### src/rtl/ctrl_wback.sv
// ctrl_wback: write-back controller; buffers up to 2 activation beats and serializes lanes into one memory write per cycle
//   Optional feature macro: WBACK_OVF_CHECK_EN (sticky err_ovf on dropped beat; otherwise err_ovf tied 0)
//   Ports: clk, rst (sync active-high), in_ctrl {start,valid,stop}, in_data (N_LANE*DWID),
//          out_base/out_size (sampled on start), mem_we/mem_addr/mem_wdata (write port),
//          busy (start..done), done (1-cycle pulse), err_ovf (sticky overflow)
package ctrl_wback_pkg;
  typedef struct packed {
    logic start;
    logic valid;
    logic stop;
  } ctrl_bus;
endpackage

module ctrl_wback
  import ctrl_wback_pkg::*;
#(
  parameter int N_LANE = 16,
  parameter int DWID   = 16,
  parameter int AWID   = 12
) (
  input  logic                   clk,
  input  logic                   rst,
  input  ctrl_bus                in_ctrl,
  input  logic [N_LANE*DWID-1:0] in_data,
  input  logic [AWID-1:0]        out_base,
  input  logic [AWID-1:0]        out_size,
  output logic                   mem_we,
  output logic [AWID-1:0]        mem_addr,
  output logic [DWID-1:0]        mem_wdata,
  output logic                   busy,
  output logic                   done,
  output logic                   err_ovf
);
  localparam int LW = $clog2(N_LANE);
  typedef enum logic [1:0] {IDLE, RUN, FIN} state_t;
  state_t state_q, state_d;
  logic [N_LANE*DWID-1:0] fifo [2];
  logic [N_LANE*DWID-1:0] head;
  logic [1:0] cnt;
  logic rp, wp, stop_seen, issue, wr_ok, pop, push, take_start;
  logic [LW-1:0] lane;
  logic [AWID-1:0] base, size, wcount;
  // The head entry is serialized in place; it is popped on its last issued lane or when the layer is full.
  assign take_start = state_q == IDLE && in_ctrl.start;
  assign head = fifo[rp];
  assign issue = state_q == RUN && cnt != 2'd0;
  assign wr_ok = wcount < size;
  assign pop = issue && (!wr_ok || lane == LW'(N_LANE - 1));
  assign push = state_q == RUN && in_ctrl.valid && (cnt != 2'd2 || pop);
  // A valid arriving in the last RUN cycle holds off FIN so the beat is never stranded in the FIFO.
  always_comb begin
    state_d = state_q == IDLE ? (in_ctrl.start ? RUN : IDLE) :
              state_q == RUN ? ((stop_seen && cnt == 2'd0 && !in_ctrl.valid) ? FIN : RUN) : IDLE;
  end
  always_ff @(posedge clk) begin
    if (push) fifo[wp] <= in_data;
  end
  always_ff @(posedge clk) begin
    if (rst) begin
      state_q   <= IDLE;
      cnt       <= 2'd0;
      rp        <= 1'b0;
      wp        <= 1'b0;
      lane      <= '0;
      wcount    <= '0;
      base      <= '0;
      size      <= '0;
      stop_seen <= 1'b0;
      mem_we    <= 1'b0;
      mem_addr  <= '0;
      mem_wdata <= '0;
      busy      <= 1'b0;
      done      <= 1'b0;
    end else begin
      state_q <= state_d;
      busy    <= state_d != IDLE;
      done    <= state_d == FIN;
      mem_we  <= issue && wr_ok;
      if (issue && wr_ok) begin
        mem_addr  <= base + wcount;
        mem_wdata <= head[lane*DWID +: DWID];
        wcount    <= wcount + 1'b1;
      end
      lane <= pop ? '0 : issue ? lane + 1'b1 : lane;
      if (push) wp <= ~wp;
      if (pop) rp <= ~rp;
      cnt <= cnt + {1'b0, push} - {1'b0, pop};
      if (take_start) begin
        base      <= out_base;
        size      <= out_size;
        wcount    <= '0;
        stop_seen <= 1'b0;
      end else if (state_q == RUN && in_ctrl.stop) stop_seen <= 1'b1;
    end
  end
`ifdef WBACK_OVF_CHECK_EN
  logic drop;
  assign drop = state_q == RUN && in_ctrl.valid && !push;
  always_ff @(posedge clk) begin
    if (rst || take_start) err_ovf <= 1'b0;
    else if (drop) err_ovf <= 1'b1;
  end
`else
  assign err_ovf = 1'b0;
`endif
endmodule

### config.mk
export PLATFORM = sky130hd
export DESIGN_NAME = ctrl_wback
export DESIGN_NICKNAME = d
export VERILOG_FILES = /design/src/rtl/ctrl_wback.sv
export SDC_FILE = /design/constraint.sdc
export NUM_CORES = 1
export LEC_CHECK = 0
export BUFFER_PORTS_ARGS = -buffer_cell sky130_fd_sc_hd__buf_2
export CAP_MARGIN = 25
export CELL_PAD_IN_SITES_DETAIL_PLACEMENT = 0
export CELL_PAD_IN_SITES_GLOBAL_PLACEMENT = 1
export CORE_UTILIZATION = 40
export DETAILED_ROUTE_END_ITERATION = 8
export PLACE_DENSITY = 0.77
export SLEW_MARGIN = 20
export SYNTH_ARGS = -nofsm -noshare
export SYNTH_HDL_FRONTEND = slang
export SYNTH_SLANG_ARGS = --single-unit
### constraint.sdc
create_clock -name clk -period 24.2 [get_ports clk]
set_input_delay 3.63 -clock clk [delete_from_list [all_inputs] [get_ports clk]]
set_output_delay 3.63 -clock clk [all_outputs]
set_load 0.01 [all_outputs]
Word-level counts from Yosys, hierarchy flattened
Memory sizes are Yosys's and may differ from the RTL's. A register that Yosys moved wholly into a read port is not among the register bits.
Cells that the tools add are included.
- bits in registers: 78
- memory bits (writable): 512
- output and inout bits: 32
- word-level logic and storage cells: 55
- memories: 1
- $add $sub $neg: 5
- $lt $le $gt $ge: 1
- eq/ne operators: 4
- shifts and indexed selects: 1
- multiplexer cells: 8
- bitwise gates (word level): 2
- reduce and logical (&&, ||, !) cells: 19
- memory list (memory ; depth ; bits a word ; read ports ; clocked after memory_dff ; wr ports ; line ; source):
    fifo ; 2 ; 256 ; 1 ; 1 ; 1 ; 37 ; logic [N_LANE*DWID-1:0] fifo [2];
- operator list (cell ; count):
    indexed part select 256 x 9 -> 16 bit ; 1
    adder 12 x 1 -> 12 bit, second input constant ; 1
    adder 12 bit ; 1
    less-than comparator 12 bit ; 1
    logical AND 1 bit ; 9
    2-to-1 mux 2 bit ; 3
    2-to-1 mux 1 bit ; 5
    adder 4 x 1 -> 4 bit, second input constant ; 1
    equality test 4 bit, second input constant ; 1
    zero test 2 bit ; 2
    nonzero test 2 bit ; 2
    OR reduction 2 bit ; 2
    adder 2 x 1 -> 2 bit ; 1
    equality test 2 x 1 -> 1 bit, second input constant ; 1
    equality test 2 bit, second input constant ; 1
    zero test 1 bit ; 2
    logical OR 1 bit ; 2
    != test 2 bit, second input constant ; 1
    inverter 1 bit ; 2
    subtractor 2 x 1 -> 2 bit ; 1

Logic depth before layout (Yosys ltp)
- depth in word-level cells: 8
- gate-level depth with buffers: 13

Worst setup path after synthesis
Ideal clock, no wire load.
- kind: input port to flip-flop
- start point: input port in_ctrl[1] (netlist name)
- end point: memory fifo[0][0] (netlist name) (enable)
- arrival time: 14.466 ns
- slack: 8.855 ns
- cell stages on the path: 3
- buffers on the path: 0
- path through: and2_1 -> o21ai_1 -> nor2_1
- cells in the longest elaborated chain, start to end: 4
- RTL lines (item ; line ; source):
    from (decl) ; 23 ; input ctrl_bus in_ctrl,
    logical AND 1 bit (2 in a row) ; 49 ; assign push = state_q == RUN && in_ctrl.valid && (cnt != 2'd2 || pop);
    2-to-1 mux 1 bit ; 56 ; if (push) fifo[wp] <= in_data;
    2-to-1 mux 1 bit (implied by the code) ; 56 ;
    to (decl) ; 37 ;
No other way between the ends.

Worst setup path in the final report
- start point: input port in_ctrl[1] (netlist name)
- end point: memory fifo[0][161] (netlist name) (enable)
Same word-level chain as after synthesis.

==> run summary <==
Pre-antenna DRT Iters = 5
Clk pin slew, worst setup/hold paths = 0.06 ns
Core Rows = 87
Hold crit path type = register to register
Cell taking the most area after synthesis = edfxtp_1
Post-synth top area share = 0.665
Placer Congestion = 0.801
Syn avg cell area = 18.8 um^2
Die X = 242 um
Setup-failing EPs final = 0
Layout net count = 1867
Share of cells above drive strength 1 = 0.355
Sequential cell area = 17000 um^2
CP max stage cell = buf_4
Arr. time, crit path = 5.98 ns
Fin crit period = 5.76 ns
Post-synthesis sequential area ratio = 0.734
Setup ws final = 18.44 ns
Leak = 9.25 nW
Critical Path, Cell by Cell = buf_2 -> and2_1 -> o21ai_1 -> nor2_4 -> buf_12 -> buf_4
Worst VDD drop = 0.0000752 V
CTS max path bufs = 3
Synth Warn # = 0
Max Clk Rate = 174 MHz
TritonCTS clock tree = yes
H-tree depth = 2
DIE HEIGHT = 242 um
Total CTS buffers = 60
Worst EP required = 24.42 ns
Vias in the first global route = 13000
Footprint of the multi-input gates = 5780 um^2
Final ANT Viol Nets = 0
Largest cells by area after synthesis = edfxtp_1 (67%), mux4_2 (14%), dfxtp_1 (6.8%), mux2i_1 (1.8%), ha_1 (1.4%)
Synth Register Bits = 591
Input/output buffers = 315
Initial Util = 0.408
RSZ-0062 raised after global routing = no
Slew HR = 0.250
Syn Inst Count = 1230
Core area = 56700 um^2
Hold buffer count at cts = 0
Die area = 58700 um^2
Hold Fails Final Rpt = 0
Layout Skew = 0.0281 ns
Root buffer cell = clkbuf_16
Max-slew violations = 0
CP Launch Point = in_ctrl[1]
Drt via density = 5.17
Gates resized, CTS repair = 0
Total number of vias = 12200
Setup TNS = 0 ns
R2r setup slk = 19.85 ns
Gr ovfl total = 0
DPL Wire Length = 33700 um
Hold WS = 0.452 ns
Type of origin of the critical path = input pin
Run status = finished, final reports clean
Synthesis-to-finish area growth = 18.9%
Global-route wire length before repair = 76800 um
Initial antenna violation count = 17
Fin area = 27500 um^2
Drt total wl = 51200 um
Most instantiated cells after synthesis = edfxtp_1 (512), mux4_2 (140), nand2_1 (80)
Post-layout total power = 2.17 mW
Hold path startpoint = mem_addr[10]
Largest net degree at the start of global routing = 184
Dpl cell area = 25500 um^2
Slew @ Worst Pin = 1.13 ns
DRC = 0
Setup Fix Bufs, Post-CTS = 0
DR WL/cell = 21.6 um
Synth Flop Type = edfxtp_1
GRT Resource Usage Total = 0.174
Fillers = 4741
Clk sinks = 591
Post-Layout Cell Count = 2367
Post-Place Setup Slack = 17.79 ns
Max-cap violations = 0
IO Pins = 317
Placed Instances = 2249
CP Class = input pin to register
Starting DRC count in detailed routing = 678
Reg2Reg Launch Point = wcount[2]
Final Util = 0.484
Ys async rst share = 0
Syn nets = 1541
Final period util = 0.238
Critical path's largest stage delay = 0.89 ns
Post-synth cell types = 48
Skew-Pair Late Insertion Delay = 0.62 ns
Top-count cell post-synth = edfxtp_1
Worst setup EP type = register
Post-synth EDFFs = 512
Critical path peak fanout = 181
Power Dens Cells = 79.1 nW/um^2
Mapped Area = 23100 um^2
-- path summary, 6_finish.rpt --
check                       to  cells after the start
setup / recovery  fifo[0][161]                      6
hold / removal    mem_addr[10]                      2
setup reg to reg  fifo[0][161]                      9
hold reg to reg   mem_addr[10]                      2
-- layout by cell type (no fill, tap or decap), types with 8 or more instances in the layout --
cell type	instances
mux2i_1	41
inv_1	19
or3_1	8
nand2_1	80
buf_2	315
nand2b_1	9
o21ai_0	8
ha_1	25
o22ai_1	20
a211oi_1	18
edfxtp_1	512
nor2_1	36
clkbuf_16	61
clkinv_2	16
mux4_2	140
clkbuf_1	13
dfxtp_1	75
a21oi_1	51
xnor2_1	9
nand3_1	13
buf_4	10
nor3_1	29
-- sequential cells by signal, indices dropped and copies added (netlist names), named ones only --
register   count
fifo         512
rp             1
lane           4
base          12
busy           1
mem_wdata     16
stop_seen      1
state_q        2
wcount        12
done           1
mem_addr      12
size          12
cnt            2
mem_we         1
wp             1
-- worst max-delay path: cells and delay by family --
family	cells	cell delay [ns]
AOI/OAI and AO/OA	1	0.17
and+or+nand+nor	2	0.29
buffers and inverters	3	1.69
-- layer usage --
| metal | vias up | GRT usage | wire length (um) | share of wire |
|---|---|---|---|---|
| met5 | - | 0 | 148 | 0.0029 |
| met4 | 20 | 0.0475 | 1000 | 0.020 |
| met3 | 92 | 0.0499 | 3140 | 0.061 |
| met2 | 302 | 0.300 | 26400 | 0.52 |
| met1 | 6184 | 0.212 | 20500 | 0.40 |
| li1 | 5644 | - | - | - |
-- area by class of cell --
cell class | count | area share
Multi-Input combinational cell | 554 | 0.210
Timing Repair Buffer | 330 | 0.0641
Tap cell | 756 | 0.0344
Antenna cell | 5 | 0.000455
Inverter | 19 | 0.00260
Clock buffer | 78 | 0.0590
Clock inverter | 34 | 0.0114
Sequential cell | 591 | 0.618
-- cell families after synthesis --
group,count (synthesis),synth area share
adder cells (fa/ha/maj),26,0.0144
multiplexers,182,0.155
buffers and inverters,85,0.0175
other,1,0.000162
AO/OA/AOI/OAI,133,0.0355
flip-flops,591,0.734
AND/OR/NAND/NOR,200,0.0396
XOR/XNOR,12,0.00455
-- where the power goes --
group	internal, mW	total (mW)	leakage, nW	switching (mW)
Combinational	0.0532	0.118	2.98	0.0645
Sequential	1.14	1.15	5.31	0.00875
Clock	0.525	0.906	0.962	0.380
Total	1.72	2.17	9.25	0.454
Power figures use the tool's default switching activity.
